File: src/rtl/fifo_pkg.sv
`timescale 1ns/100ps
// fifo_pkg: shared pointer helpers for the async FIFO read and write controllers.
//   ptr_t     : (AW+1)-bit pointer type for the default 16-entry FIFO
//   bin2gray  : binary to Gray conversion (operates zero-extended to 32 bits)
//   gray2bin  : Gray to binary conversion by XOR-prefix from the MSB down
package fifo_pkg;

   localparam int FIFO_DEPTH = 16;
   localparam int FIFO_AW    = $clog2(FIFO_DEPTH);

   typedef logic [FIFO_AW:0] ptr_t;

   // Callers zero-extend narrower pointers; the zero upper bits leave the
   // low bits of both conversions unchanged, so one width serves all sizes.
   function automatic logic [31:0] bin2gray(input logic [31:0] b);
      return b ^ (b >> 1);
   endfunction

   function automatic logic [31:0] gray2bin(input logic [31:0] g);
      logic [31:0] b;
      b[31] = g[31];
      for (int i = 30; i >= 0; i--) begin
         b[i] = b[i+1] ^ g[i];
      end
      return b;
   endfunction

endpackage

File: src/rtl/sync_2ff.sv
`timescale 1ns/100ps
// sync_2ff: two-flop synchronizer for a Gray-coded pointer crossing clock domains.
//   clk_sys : destination-domain clock
//   rst_b   : asynchronous active-low reset, clears both stages
//   d       : source-domain value (must change at most one bit at a time)
//   q       : stage-2 output, safe to use in the clk_sys domain
module sync_2ff #(
   parameter int WIDTH = 1
) (
   input  logic             clk_sys,
   input  logic             rst_b,
   input  logic [WIDTH-1:0] d,
   output logic [WIDTH-1:0] q
);

   logic [WIDTH-1:0] s1_q;
   logic [WIDTH-1:0] s2_q;

   always_ff @(posedge clk_sys or negedge rst_b) begin
      if (!rst_b) begin
         s1_q <= '0;
         s2_q <= '0;
      end else begin
         s1_q <= d;
         s2_q <= s1_q;
      end
   end

   assign q = s2_q;

endmodule

File: src/rtl/fifo_rd_ctrl.sv
`timescale 1ns/100ps
// fifo_rd_ctrl: read-side controller of an asynchronous FIFO. Holds no storage;
// it drives the read port of the external dual-port memory.
//   r_clk, r_rst_n   : read clock, asynchronous active-low reset
//   r_en             : pop request (ignored while r_empty)
//   w_ptr_gray       : write pointer in Gray code from the write domain
//   r_ptr_gray       : registered read pointer in Gray code for the write domain
//   r_addr           : memory read address
//   mem_rdata/r_data : combinational memory data, passed through as show-ahead head
//   r_empty, r_almost_empty, r_level : registered occupancy status
//   r_underflow      : one-cycle pulse after a pop attempted while empty
module fifo_rd_ctrl
   import fifo_pkg::*;
#(
   parameter int DATA_WIDTH = 8,
   parameter int DEPTH      = 16,
   parameter int AE_LEVEL   = 1,
   localparam int AW        = $clog2(DEPTH)
) (
   input  logic                  r_clk,
   input  logic                  r_rst_n,
   input  logic                  r_en,
   input  logic [AW:0]           w_ptr_gray,
   output logic [AW:0]           r_ptr_gray,
   output logic [AW-1:0]         r_addr,
   input  logic [DATA_WIDTH-1:0] mem_rdata,
   output logic [DATA_WIDTH-1:0] r_data,
   output logic                  r_empty,
   output logic                  r_almost_empty,
   output logic [AW:0]           r_level,
   output logic                  r_underflow
);

   localparam logic [AW:0] AE_LVL = (AW+1)'(AE_LEVEL);

   logic [AW:0] wq2;
   logic [AW:0] wq2_bin;
   logic [AW:0] r_bin_q,      r_bin_d;
   logic [AW:0] r_ptr_gray_q, r_ptr_gray_d;
   logic [AW:0] r_level_q,    r_level_d;
   logic        r_empty_q,    r_empty_d;
   logic        r_ae_q,       r_ae_d;
   logic        r_uf_q,       r_uf_d;
   logic        pop;

   sync_2ff #(.WIDTH(AW+1)) u_wptr_sync (
      .clk_sys (r_clk),
      .rst_b   (r_rst_n),
      .d       (w_ptr_gray),
      .q       (wq2)
   );

   // Flags are computed from the next read pointer so that popping the last
   // entry raises r_empty on the same edge that advances r_bin. The synced
   // write pointer only ever lags the true one, so flags err toward empty.
   always_comb begin
      pop          = r_en && !r_empty_q;
      r_bin_d      = r_bin_q + (AW+1)'(pop);
      r_ptr_gray_d = (AW+1)'(bin2gray(32'(r_bin_d)));
      wq2_bin      = (AW+1)'(gray2bin(32'(wq2)));
      r_level_d    = wq2_bin - r_bin_d;
      r_empty_d    = (r_ptr_gray_d == wq2);
      r_ae_d       = (r_level_d <= AE_LVL);
      r_uf_d       = r_en && r_empty_q;
   end

   always_ff @(posedge r_clk or negedge r_rst_n) begin
      if (!r_rst_n) begin
         r_bin_q      <= '0;
         r_ptr_gray_q <= '0;
         r_level_q    <= '0;
         r_empty_q    <= 1'b1;
         r_ae_q       <= 1'b1;
         r_uf_q       <= 1'b0;
      end else begin
         r_bin_q      <= r_bin_d;
         r_ptr_gray_q <= r_ptr_gray_d;
         r_level_q    <= r_level_d;
         r_empty_q    <= r_empty_d;
         r_ae_q       <= r_ae_d;
         r_uf_q       <= r_uf_d;
      end
   end

   assign r_addr         = r_bin_q[AW-1:0];
   assign r_ptr_gray     = r_ptr_gray_q;
   assign r_level        = r_level_q;
   assign r_empty        = r_empty_q;
   assign r_almost_empty = r_ae_q;
   assign r_underflow    = r_uf_q;
   assign r_data         = mem_rdata;

endmodule

File: config.mk
export PLATFORM = sky130hd
export DESIGN_NAME = fifo_rd_ctrl
export DESIGN_NICKNAME = d
export VERILOG_FILES = /design/src/rtl/fifo_pkg.sv /design/src/rtl/sync_2ff.sv /design/src/rtl/fifo_rd_ctrl.sv
export SDC_FILE = /design/constraint.sdc
export NUM_CORES = 1
export LEC_CHECK = 0
export CORE_MARGIN = 10
export CORE_UTILIZATION = 35
export CTS_BUF_LIST = sky130_fd_sc_hd__clkbuf_4
export DETAILED_ROUTE_END_ITERATION = 7
export HOLD_SLACK_MARGIN = 0.05
export PLACE_DENSITY = 0.71
export SLEW_MARGIN = 20
export SYNTH_ARGS = -nofsm -noshare
export SYNTH_HDL_FRONTEND = slang
export SYNTH_HIERARCHICAL = 1
export SYNTH_SLANG_ARGS = --single-unit
File: constraint.sdc
create_clock -name r_clk -period 2.7 [get_ports r_clk]
set_input_delay 0.54 -clock r_clk [delete_from_list [all_inputs] [get_ports r_clk]]
set_output_delay 0.54 -clock r_clk [all_outputs]
set_load 0.1 [all_outputs]
==> report_table.html, run 1 <==
<table>
<tr><th>Metric</th><th>Value</th></tr>
<tr><th colspan="2">Setup path</th></tr>
<tr><td>CP endpoint kind</td><td>flip-flop</td></tr>
<tr><td>Series of cell instances along the critical path</td><td>xnor3_2 -&gt; xor2_2 -&gt; xor2_1 -&gt; ha_2 -&gt; fa_2 -&gt; nor2b_2 -&gt; or3b_4 -&gt; and4_4 -&gt; or2_1</td></tr>
<tr><td>Data arrival time of the critical path</td><td>around 2900 ps</td></tr>
<tr><td>Kind of start point of the critical path</td><td>flip-flop</td></tr>
<tr><td>Max Fanout on Critical Path</td><td>2</td></tr>
<tr><td>Category of the most critical setup path</td><td>reg -&gt; reg</td></tr>
<tr><td>Crit path largest cell delay</td><td>450 ps</td></tr>
<tr><td>Cell class contributing the biggest share of worst-path delay</td><td>simple AND/OR/NAND/NOR gates</td></tr>
<tr><td>Worst Path Buf+Inv</td><td>0</td></tr>
<tr><td>Worst endpoint required time</td><td>around 3000 ps</td></tr>
<tr><td>Slowest stage cell on the critical path</td><td>xnor3_2</td></tr>
<tr><th colspan="2">Cells and area</th></tr>
<tr><td>Number of fillers in the final layout</td><td>~300</td></tr>
<tr><td>Non-Filler Instances</td><td>172</td></tr>
<tr><td>Net count, final</td><td>150</td></tr>
<tr><td>Utilization after layout</td><td>0.5031</td></tr>
<tr><td>FF+latch area</td><td>roughly 700 µm²</td></tr>
<tr><td>Area of the multi-input gates</td><td>570.5 µm²</td></tr>
<tr><td>Commonest cells after routing, fill and taps aside</td><td>34 x buf_4, 22 x dfrtp_1, 8 x inv_1, 7 x clkdlybuf4s50_1, 6 x xor2_1</td></tr>
<tr><td># diodes</td><td>0</td></tr>
<tr><td>Layout cell share with drive strength beyond 1</td><td>0.5000</td></tr>
<tr><td>Area growth, synth to finish</td><td>36.16%</td></tr>
<tr><td>Most common cell after layout, fill and taps aside</td><td>buf_4</td></tr>
<tr><th colspan="2">Drt</th></tr>
<tr><td>Pre-antenna DRT Iters</td><td>4</td></tr>
<tr><td>WL per Instance</td><td>between 10 and 15 µm</td></tr>
<tr><td>Final antenna-violating net count</td><td>0</td></tr>
<tr><td>Final wirelength</td><td>~2300 µm</td></tr>
<tr><td># DRC</td><td>0</td></tr>
<tr><td>Count of routing violations after the opening detailed-route iteration</td><td>19</td></tr>
<tr><td>Via Count</td><td>approximately 750</td></tr>
<tr><td>Number of vias per cell</td><td>4.384</td></tr>
<tr><th colspan="2">Floorplanning</th></tr>
<tr><td>Horizontal die dimension</td><td>between 70 and 80 µm</td></tr>
<tr><td>I/O pin cnt</td><td>41</td></tr>
<tr><td>Number of placement rows</td><td>21</td></tr>
<tr><td>Die height</td><td>~80 µm</td></tr>
<tr><td>Starting Density</td><td>0.3695</td></tr>
<tr><td>Core ar.</td><td>3390 µm²</td></tr>
<tr><td>Full die area</td><td>between 6000 and 7000 µm²</td></tr>
<tr><th colspan="2">Hold path</th></tr>
<tr><td>Class of the tightest hold or removal check</td><td>reg -&gt; reg</td></tr>
<tr><th colspan="2">Timing</th></tr>
<tr><td>Number of max-slew violations in the final report</td><td>0</td></tr>
<tr><td>Worst rel slew slack</td><td>0.7293</td></tr>
<tr><td>Min Tclk post-route</td><td>between 2000 and 3000 ps</td></tr>
<tr><td>Timing-limited maximum frequency</td><td>roughly 370 MHz</td></tr>
<tr><td>Final-report setup violation count</td><td>0</td></tr>
<tr><td>Worst-margin pin slew</td><td>401.8 ps</td></tr>
<tr><td>Final-layout setup total negative slack</td><td>0 ps</td></tr>
<tr><td>Portion of the clock cycle consumed by the worst path in the final layout</td><td>0.9972</td></tr>
<tr><td>Final worst clock skew</td><td>1.654 ps</td></tr>
<tr><td>Setup repair after global routing missed its margin</td><td>yes</td></tr>
<tr><td>Fin. Hold Viols</td><td>0</td></tr>
<tr><th colspan="2">CTS</th></tr>
<tr><td>Level count of the clock H-tree</td><td>1</td></tr>
<tr><td>Max Buffers Root-to-Sink</td><td>2</td></tr>
<tr><td>CTS Buf Count</td><td>3</td></tr>
<tr><td>Clock-pin slew on the worst setup and hold paths</td><td>140 ps</td></tr>
<tr><td>CTS tree</td><td>built</td></tr>
<tr><td>Number of clock sinks</td><td>27</td></tr>
<tr><td>Root Buffer Master</td><td>clkbuf_4</td></tr>
<tr><td>Clock latency on the worst-skew pair</td><td>320 ps</td></tr>
<tr><th colspan="2">Placed design</th></tr>
<tr><td>GPL Wtd Cong</td><td>roughly 0.79</td></tr>
<tr><td>Number of instances in the placed design</td><td>about 160</td></tr>
<tr><td>DP HPWL</td><td>1750 µm</td></tr>
<tr><td>Port buffer count</td><td>24</td></tr>
<tr><th colspan="2">Logic synthesis</th></tr>
<tr><td>Post-synthesis register bit count</td><td>27</td></tr>
<tr><td>Avg Inst Size Synth</td><td>14.07 µm²</td></tr>
<tr><td>Post-synth cell types</td><td>29</td></tr>
<tr><td>Number of warnings printed during yosys synthesis</td><td>6</td></tr>
<tr><td>Seq/Total Area, Yosys</td><td>0.5415</td></tr>
<tr><td>Synthesized instance count</td><td>a little under 90</td></tr>
<tr><td>Syn Std Cell Area</td><td>1252 µm²</td></tr>
<tr><td>Syn_nets</td><td>112</td></tr>
<tr><th colspan="2">GRT</th></tr>
<tr><td>Leftover overflow at the end of global routing</td><td>0</td></tr>
<tr><td>Initial antenna violation count</td><td>0</td></tr>
<tr><td>Largest net degree at the start of global routing</td><td>28</td></tr>
<tr><td>First-pass GRT wire length</td><td>approximately 3900 µm</td></tr>
<tr><td>Total routing resource utilization after global routing</td><td>0.07837</td></tr>
<tr><td>Via count of the first global-routing pass</td><td>850</td></tr>
<tr><th colspan="2">Flow run</th></tr>
<tr><td>Count of maximum capacitance violations</td><td>0</td></tr>
<tr><th colspan="2">Outcome</th></tr>
<tr><td>Result of the run</td><td>complete, no violations</td></tr>
</table>
[layout make-up]
type	instances	share of cell area
flip-flops and latches	27	0.4035
multi-input cells	45	0.3346
repair buffers	41	0.1908
well taps	46	0.03375
inverters	9	0.01981
clock buffers	4	0.01761
[cell usage after synthesis]
cell type | count | share of area
a31oi_1 | 1 | 0.0050
o21a_1 | 1 | 0.0060
or3_1 | 1 | 0.0050
xor2_1 | 8 | 0.056
xnor3_2 | 1 | 0.019
xor3_1 | 1 | 0.019
buf_4 | 8 | 0.048
ha_1 | 6 | 0.060
and4_4 | 1 | 0.0090
xor3_4 | 1 | 0.022
xnor2_1 | 4 | 0.028
nand3_1 | 3 | 0.012
o21ai_0 | 1 | 0.0040
xnor3_4 | 1 | 0.021
a2111oi_4 | 1 | 0.022
o2111a_1 | 1 | 0.0090
and2_1 | 2 | 0.010
a21oi_1 | 1 | 0.0040
dfstp_2 | 2 | 0.042
fa_1 | 1 | 0.016
or2_1 | 1 | 0.0050
xnor3_1 | 1 | 0.018
nor2b_1 | 3 | 0.015
or3b_1 | 1 | 0.0070
nor3_1 | 1 | 0.0040
nand2_1 | 1 | 0.0030
dfrtp_1 | 25 | 0.50
inv_1 | 9 | 0.027
and3_1 | 1 | 0.0050
[worst paths after layout]
path | startpoint | to | depth (start not counted) | slack, ps
min in group asynchronous | r_rst_n | r_ptr_gray[2] | 2 | 570
max | u_wptr_sync/q[3] | r_level[4] | 9 | 7
max in group asynchronous | r_rst_n | r_almost_empty | 2 | 1830
max reg2reg | u_wptr_sync/q[3] | r_level[4] | 9 | 7
min | u_wptr_sync/s1_q[0] | u_wptr_sync/q[0] | 0 | 370
min reg2reg | u_wptr_sync/s1_q[0] | u_wptr_sync/q[0] | 0 | 370
[worst register-to-register path: cells and delay by family, from the launching register on]
kind	cells	cell delay [ps]
xor+xnor	3	770
simple gates	4	900
flops	1	390
fa+ha+maj	2	550
[per-stage QoR]
step	worst slack, ps	cell area, µm²	hold slack (ps)
floorplan	-15.23	1339	244.4
global placement	-291.9	1624	331.2
detailed placement	-402.2	1624	337.9
CTS	11.19	1675	369.4
global route	-91.52	1705	376.8
finish	7.450	1705	367.3
[flip-flops by register name, indices dropped and copies added (netlist names)]
signal,flops
r_underflow,1
r_bin_q,5
r_ptr_gray,4
r_empty,1
r_almost_empty,1
u_wptr_sync/q,5
u_wptr_sync/s1_q,5
r_level,5
[layer usage]
layer | part of all wire | wire length [µm] | global-route usage | vias up
met5 | 0 | 0 | 0 | -
met4 | 0.028 | 65 | 0.06690 | 0
met3 | 0.076 | 177 | 0.02252 | 8
met2 | 0.54 | 1246 | 0.1383 | 22
met1 | 0.36 | 832 | 0.07262 | 364
li1 | - | - | - | 360
[kinds of logic after synthesis]
family	synth area share
adders and majority gates	0.07592
xor gates and xnor gates	0.1828
and+or+nand+nor	0.07493
DFF	0.5415
AOI/OAI and AO/OA	0.04995
buffers and inverters	0.07493
[timing repair]
item                                    in CTS  in global routing
setup buffers                                1                  4
hold buffers                                 0                  0
resized for setup                            4                  0
endpoints found under the setup margin       2                  2
pin swaps                                    0                  2
Power of run 1 is not shown: default switching activity piles up to over one toggle a cycle in this logic, so the estimate is an artifact.
==> inputs of run 2 (changes only) <==
--- a/config.mk
+++ b/config.mk
@@ -5,6 +5,7 @@
 export SDC_FILE = /design/constraint.sdc
 export NUM_CORES = 1
 export LEC_CHECK = 0
+export ABC_AREA = 1
 export CORE_MARGIN = 10
 export CORE_UTILIZATION = 35
 export CTS_BUF_LIST = sky130_fd_sc_hd__clkbuf_4
==> report_table.html, run 2 <==
<table>
<tr><th>Metric</th><th>Value</th></tr>
<tr><th colspan="2">Cells and area</th></tr>
<tr><td>Number of fillers in the final layout</td><td>323 (+8.4%)</td></tr>
<tr><td>Commonest cells after routing, fill and taps aside</td><td>28 x nand2_1, 25 x dfrtp_1, 23 x buf_4, 15 x inv_1, 11 x nand3_1</td></tr>
<tr><td>Most common cell after layout, fill and taps aside</td><td>nand2_1</td></tr>
<tr><td># diodes</td><td>0 (unchanged)</td></tr>
<tr><td>Net count, final</td><td>176 (+17%)</td></tr>
<tr><td>Layout cell share with drive strength beyond 1</td><td>0.2895 (-0.2105)</td></tr>
<tr><td>Area growth, synth to finish</td><td>21.09%</td></tr>
<tr><th colspan="2">Placed design</th></tr>
<tr><td>GPL Wtd Cong</td><td>0.7905 (+0.13%)</td></tr>
<tr><td>DP HPWL</td><td>1939 µm (+11%)</td></tr>
<tr><td>Post-Place Setup Slack</td><td>-17.25 ps (+384.9 ps)</td></tr>
<tr><td>Port buffer count</td><td>24 (unchanged)</td></tr>
<tr><th colspan="2">Floorplanning</th></tr>
<tr><td>Die height</td><td>80.51 µm (+0.86%)</td></tr>
<tr><td>I/O pin cnt</td><td>41 (unchanged)</td></tr>
<tr><td>Full die area</td><td>6481 µm² (+1.7%)</td></tr>
<tr><td>Starting Density</td><td>0.3722 (+0.002719)</td></tr>
<tr><td>Number of placement rows</td><td>21 (unchanged)</td></tr>
<tr><td>Core ar.</td><td>3442 µm² (+1.6%)</td></tr>
<tr><td>Horizontal die dimension</td><td>80.51 µm (+0.86%)</td></tr>
<tr><th colspan="2">Logic synthesis</th></tr>
<tr><td>Syn Std Cell Area</td><td>1281 µm² (+2.3%)</td></tr>
<tr><td>Syn_nets</td><td>149 (+33%)</td></tr>
<tr><td>Cell with the most instances after synthesis</td><td>nand2_1</td></tr>
<tr><td>Synthesized instance count</td><td>126 (+42%)</td></tr>
<tr><td>Synth Area in Compound Gates</td><td>0.007813 (-0.04214)</td></tr>
<tr><td>Number of warnings printed during yosys synthesis</td><td>6 (unchanged)</td></tr>
<tr><td>Post-synth ARST share</td><td>1.000 (unchanged)</td></tr>
<tr><td>Post-synth EDFFs</td><td>0 (unchanged)</td></tr>
<tr><td>Dominant cells by area after synthesis</td><td>dfrtp_1 49%, nand2_1 8.2%, ha_1 5.9%</td></tr>
<tr><td>Post-synthesis register bit count</td><td>27 (unchanged)</td></tr>
<tr><td>Post-synthesis share of cell area spent on xor and xnor gates</td><td>0.08398 (-0.09883)</td></tr>
<tr><td>Synth Area in Adders</td><td>0.07422 (-0.001705)</td></tr>
<tr><td>Fraction of the mapped netlist area in simple logic gates</td><td>0.2021 (+0.1272)</td></tr>
<tr><td>Multiplexer share of the synthesized area</td><td>0 (unchanged)</td></tr>
<tr><td>Leading area contributor after synthesis</td><td>dfrtp_1</td></tr>
<tr><td>Main combinational cell family by area after synthesis</td><td>simple AND/OR/NAND/NOR gates</td></tr>
<tr><td>Seq/Total Area, Yosys</td><td>0.5293 (-0.01216)</td></tr>
<tr><td>Most frequent cells after synthesis</td><td>28 x nand2_1, 25 x dfrtp_1, 15 x inv_1, 11 x nand3_1, 8 x buf_4</td></tr>
<tr><td>Ys flop type</td><td>dfrtp_1</td></tr>
<tr><td>Avg Inst Size Synth</td><td>10.17 µm² (-28%)</td></tr>
<tr><td>Share of the synthesized area in the top cell type</td><td>0.4883 (-0.01122)</td></tr>
<tr><td>Post-synth cell types</td><td>22 (-24%)</td></tr>
<tr><th colspan="2">Setup path</th></tr>
<tr><td>Kind of start point of the critical path</td><td>primary input</td></tr>
<tr><td>Data arrival time of the critical path</td><td>2630 ps (-290 ps)</td></tr>
<tr><td>Category of the most critical setup path</td><td>in -&gt; reg</td></tr>
<tr><td>Series of cell instances along the critical path</td><td>clkdlybuf4s50_1 -&gt; inv_1 -&gt; nor2_1 -&gt; ha_1 -&gt; ha_1 -&gt; inv_1 -&gt; nand2_1 -&gt; nand2_4 -&gt; ha_1 -&gt; a21oi_1 -&gt; nand2_1 -&gt; xor2_1 -&gt; nor2_1 -&gt; nand3_1 -&gt; nor2_1</td></tr>
<tr><td>Crit path largest cell delay</td><td>480 ps (+30 ps)</td></tr>
<tr><td>Cell class contributing the biggest share of worst-path delay</td><td>adder cells</td></tr>
<tr><td>Slowest stage cell on the critical path</td><td>clkdlybuf4s50_1</td></tr>
<tr><td>Max Fanout on Critical Path</td><td>3 (+1)</td></tr>
<tr><td>Worst Path Buf+Inv</td><td>3 (+3)</td></tr>
<tr><td>CP endpoint kind</td><td>flip-flop</td></tr>
<tr><td>Worst endpoint required time</td><td>2960 ps (+30 ps)</td></tr>
<tr><th colspan="2">Timing</th></tr>
<tr><td>Min Tclk post-route</td><td>2365 ps (-327.1 ps)</td></tr>
<tr><td>Worst rel slew slack</td><td>0.7832 (+0.05394)</td></tr>
<tr><td>Worst-margin pin slew</td><td>325.2 ps (-76.66 ps)</td></tr>
<tr><td>Fin. Hold Viols</td><td>0 (unchanged)</td></tr>
<tr><td>Portion of the clock cycle consumed by the worst path in the final layout</td><td>0.8761 (-0.1211)</td></tr>
<tr><td>Number of max-slew violations in the final report</td><td>0 (unchanged)</td></tr>
<tr><td>Final setup margin</td><td>334.5 ps (+327.1 ps)</td></tr>
<tr><td>Timing-limited maximum frequency</td><td>422.8 MHz (+14%)</td></tr>
<tr><td>Final worst clock skew</td><td>5.025 ps (+3.371 ps)</td></tr>
<tr><td>Final-report setup violation count</td><td>0 (unchanged)</td></tr>
<tr><td>Setup repair after global routing missed its margin</td><td>no</td></tr>
<tr><th colspan="2">Flow run</th></tr>
<tr><td>Count of maximum capacitance violations</td><td>0 (unchanged)</td></tr>
<tr><th colspan="2">CTS</th></tr>
<tr><td>Level count of the clock H-tree</td><td>1 (unchanged)</td></tr>
<tr><td>Clock-pin slew on the worst setup and hold paths</td><td>130 ps (about the same)</td></tr>
<tr><td>Max Buffers Root-to-Sink</td><td>2 (unchanged)</td></tr>
<tr><td>CTS tree</td><td>built</td></tr>
<tr><td>CTS Buf Count</td><td>3 (unchanged)</td></tr>
<tr><td>Cts repair resizes</td><td>0 (-4)</td></tr>
<tr><td>Number of post-CTS setup repair buffers</td><td>0 (-1)</td></tr>
<tr><td>Count of hold buffers inserted by post-cts repair</td><td>0 (unchanged)</td></tr>
<tr><td>Number of clock sinks</td><td>27 (unchanged)</td></tr>
<tr><td>Root Buffer Master</td><td>clkbuf_4</td></tr>
<tr><td>Clock latency on the worst-skew pair</td><td>320 ps (about the same)</td></tr>
<tr><th colspan="2">Drt</th></tr>
<tr><td>Final antenna-violating net count</td><td>0 (unchanged)</td></tr>
<tr><td>Number of vias per cell</td><td>4.318 (-1.5%)</td></tr>
<tr><td>Final wirelength</td><td>2342 µm (+0.90%)</td></tr>
<tr><td># DRC</td><td>0 (unchanged)</td></tr>
<tr><td>Via Count</td><td>855 (+13%)</td></tr>
<tr><td>WL per Instance</td><td>11.83 µm (-12%)</td></tr>
<tr><td>Count of routing violations after the opening detailed-route iteration</td><td>46 (+27)</td></tr>
<tr><td>Pre-antenna DRT Iters</td><td>4 (unchanged)</td></tr>
<tr><th colspan="2">GRT</th></tr>
<tr><td>Leftover overflow at the end of global routing</td><td>0 (unchanged)</td></tr>
<tr><td>Via count of the first global-routing pass</td><td>954 (+12%)</td></tr>
<tr><td>Largest net degree at the start of global routing</td><td>28 (unchanged)</td></tr>
<tr><td>Initial antenna violation count</td><td>0 (unchanged)</td></tr>
<tr><td>First-pass GRT wire length</td><td>4098 µm (+6.4%)</td></tr>
<tr><td>Total routing resource utilization after global routing</td><td>0.07801 (-0.0003535)</td></tr>
<tr><th colspan="2">Outcome</th></tr>
<tr><td>Result of the run</td><td>complete, no violations</td></tr>
<tr><th colspan="2">Hold path</th></tr>
<tr><td>Class of the tightest hold or removal check</td><td>reg -&gt; reg</td></tr>
</table>
[run 2: changes by cell type after synthesis, moves of 2 or more]
cell and change:
nand2_2 +5, nand3_1 +8, nor2b_1 -3, nor2_1 +4, nand2_1 +27, inv_1 +6
xor2_1 -4, inv_2 +4, xor2_2 +2, and2_1 -2, xnor2_1 -2
[run 2: routing by layer]
metal | global-route usage | wire (µm)
met1 | 0.07914 | 983
met2 | 0.1314 | 1048
met3 | 0.03452 | 252
met4 | 0.04225 | 57
met5 | 0 | 0
[run 2: cells by family after synthesis]
| group | count (synthesis) |
|---|---|
| and+or+nand+nor | 54 |
| buffers and inverters | 27 |
| DFF | 27 |
| xor gates and xnor gates | 9 |
| adders and majority gates | 7 |
| AOI/OAI and AO/OA | 2 |
[run 2: area by class of cell]
class	instances	area, µm²	share of cell area
clock buffers	4	30.03	0.01935
inverters	19	71.32	0.04597
multi-input cells	72	471.7	0.3040
flip-flops and latches	27	678.2	0.4371
well taps	46	57.56	0.03710
repair buffers	30	242.7	0.1565
[run 2: path summary, 6_finish.rpt]
kind | start | to | slack [ps] | cells after the start
setup / recovery | r_en | r_almost_empty | 330 | 15
hold / removal | u_wptr_sync/s1_q[3] | u_wptr_sync/q[3] | 360 | 0
setup reg to reg | u_wptr_sync/q[3] | r_almost_empty | 350 | 13
hold reg to reg | u_wptr_sync/s1_q[3] | u_wptr_sync/q[3] | 360 | 0
max in group asynchronous | r_rst_n | r_almost_empty | 1840 | 2
min in group asynchronous | r_rst_n | u_wptr_sync/s1_q[0] | 560 | 2
[run 2: metrics by stage]
step / cell area, µm² / hold slack [ps] / cells / util / TNS, ps
finish: 1551 / 363.9 / 198 / 0.4507 / 0
global route: 1551 / 373.9 / 198 / 0.4507 / 0
floorplan: 1281 / 244.4 / 126 / - / 0
CTS: 1551 / 365.9 / 198 / 0.4507 / 0
detailed placement: 1521 / 334.7 / 194 / 0.4420 / -17.25
global placement: 1521 / 332.6 / 194 / 0.4420 / 0
Power of run 2 is left out for the same reason.
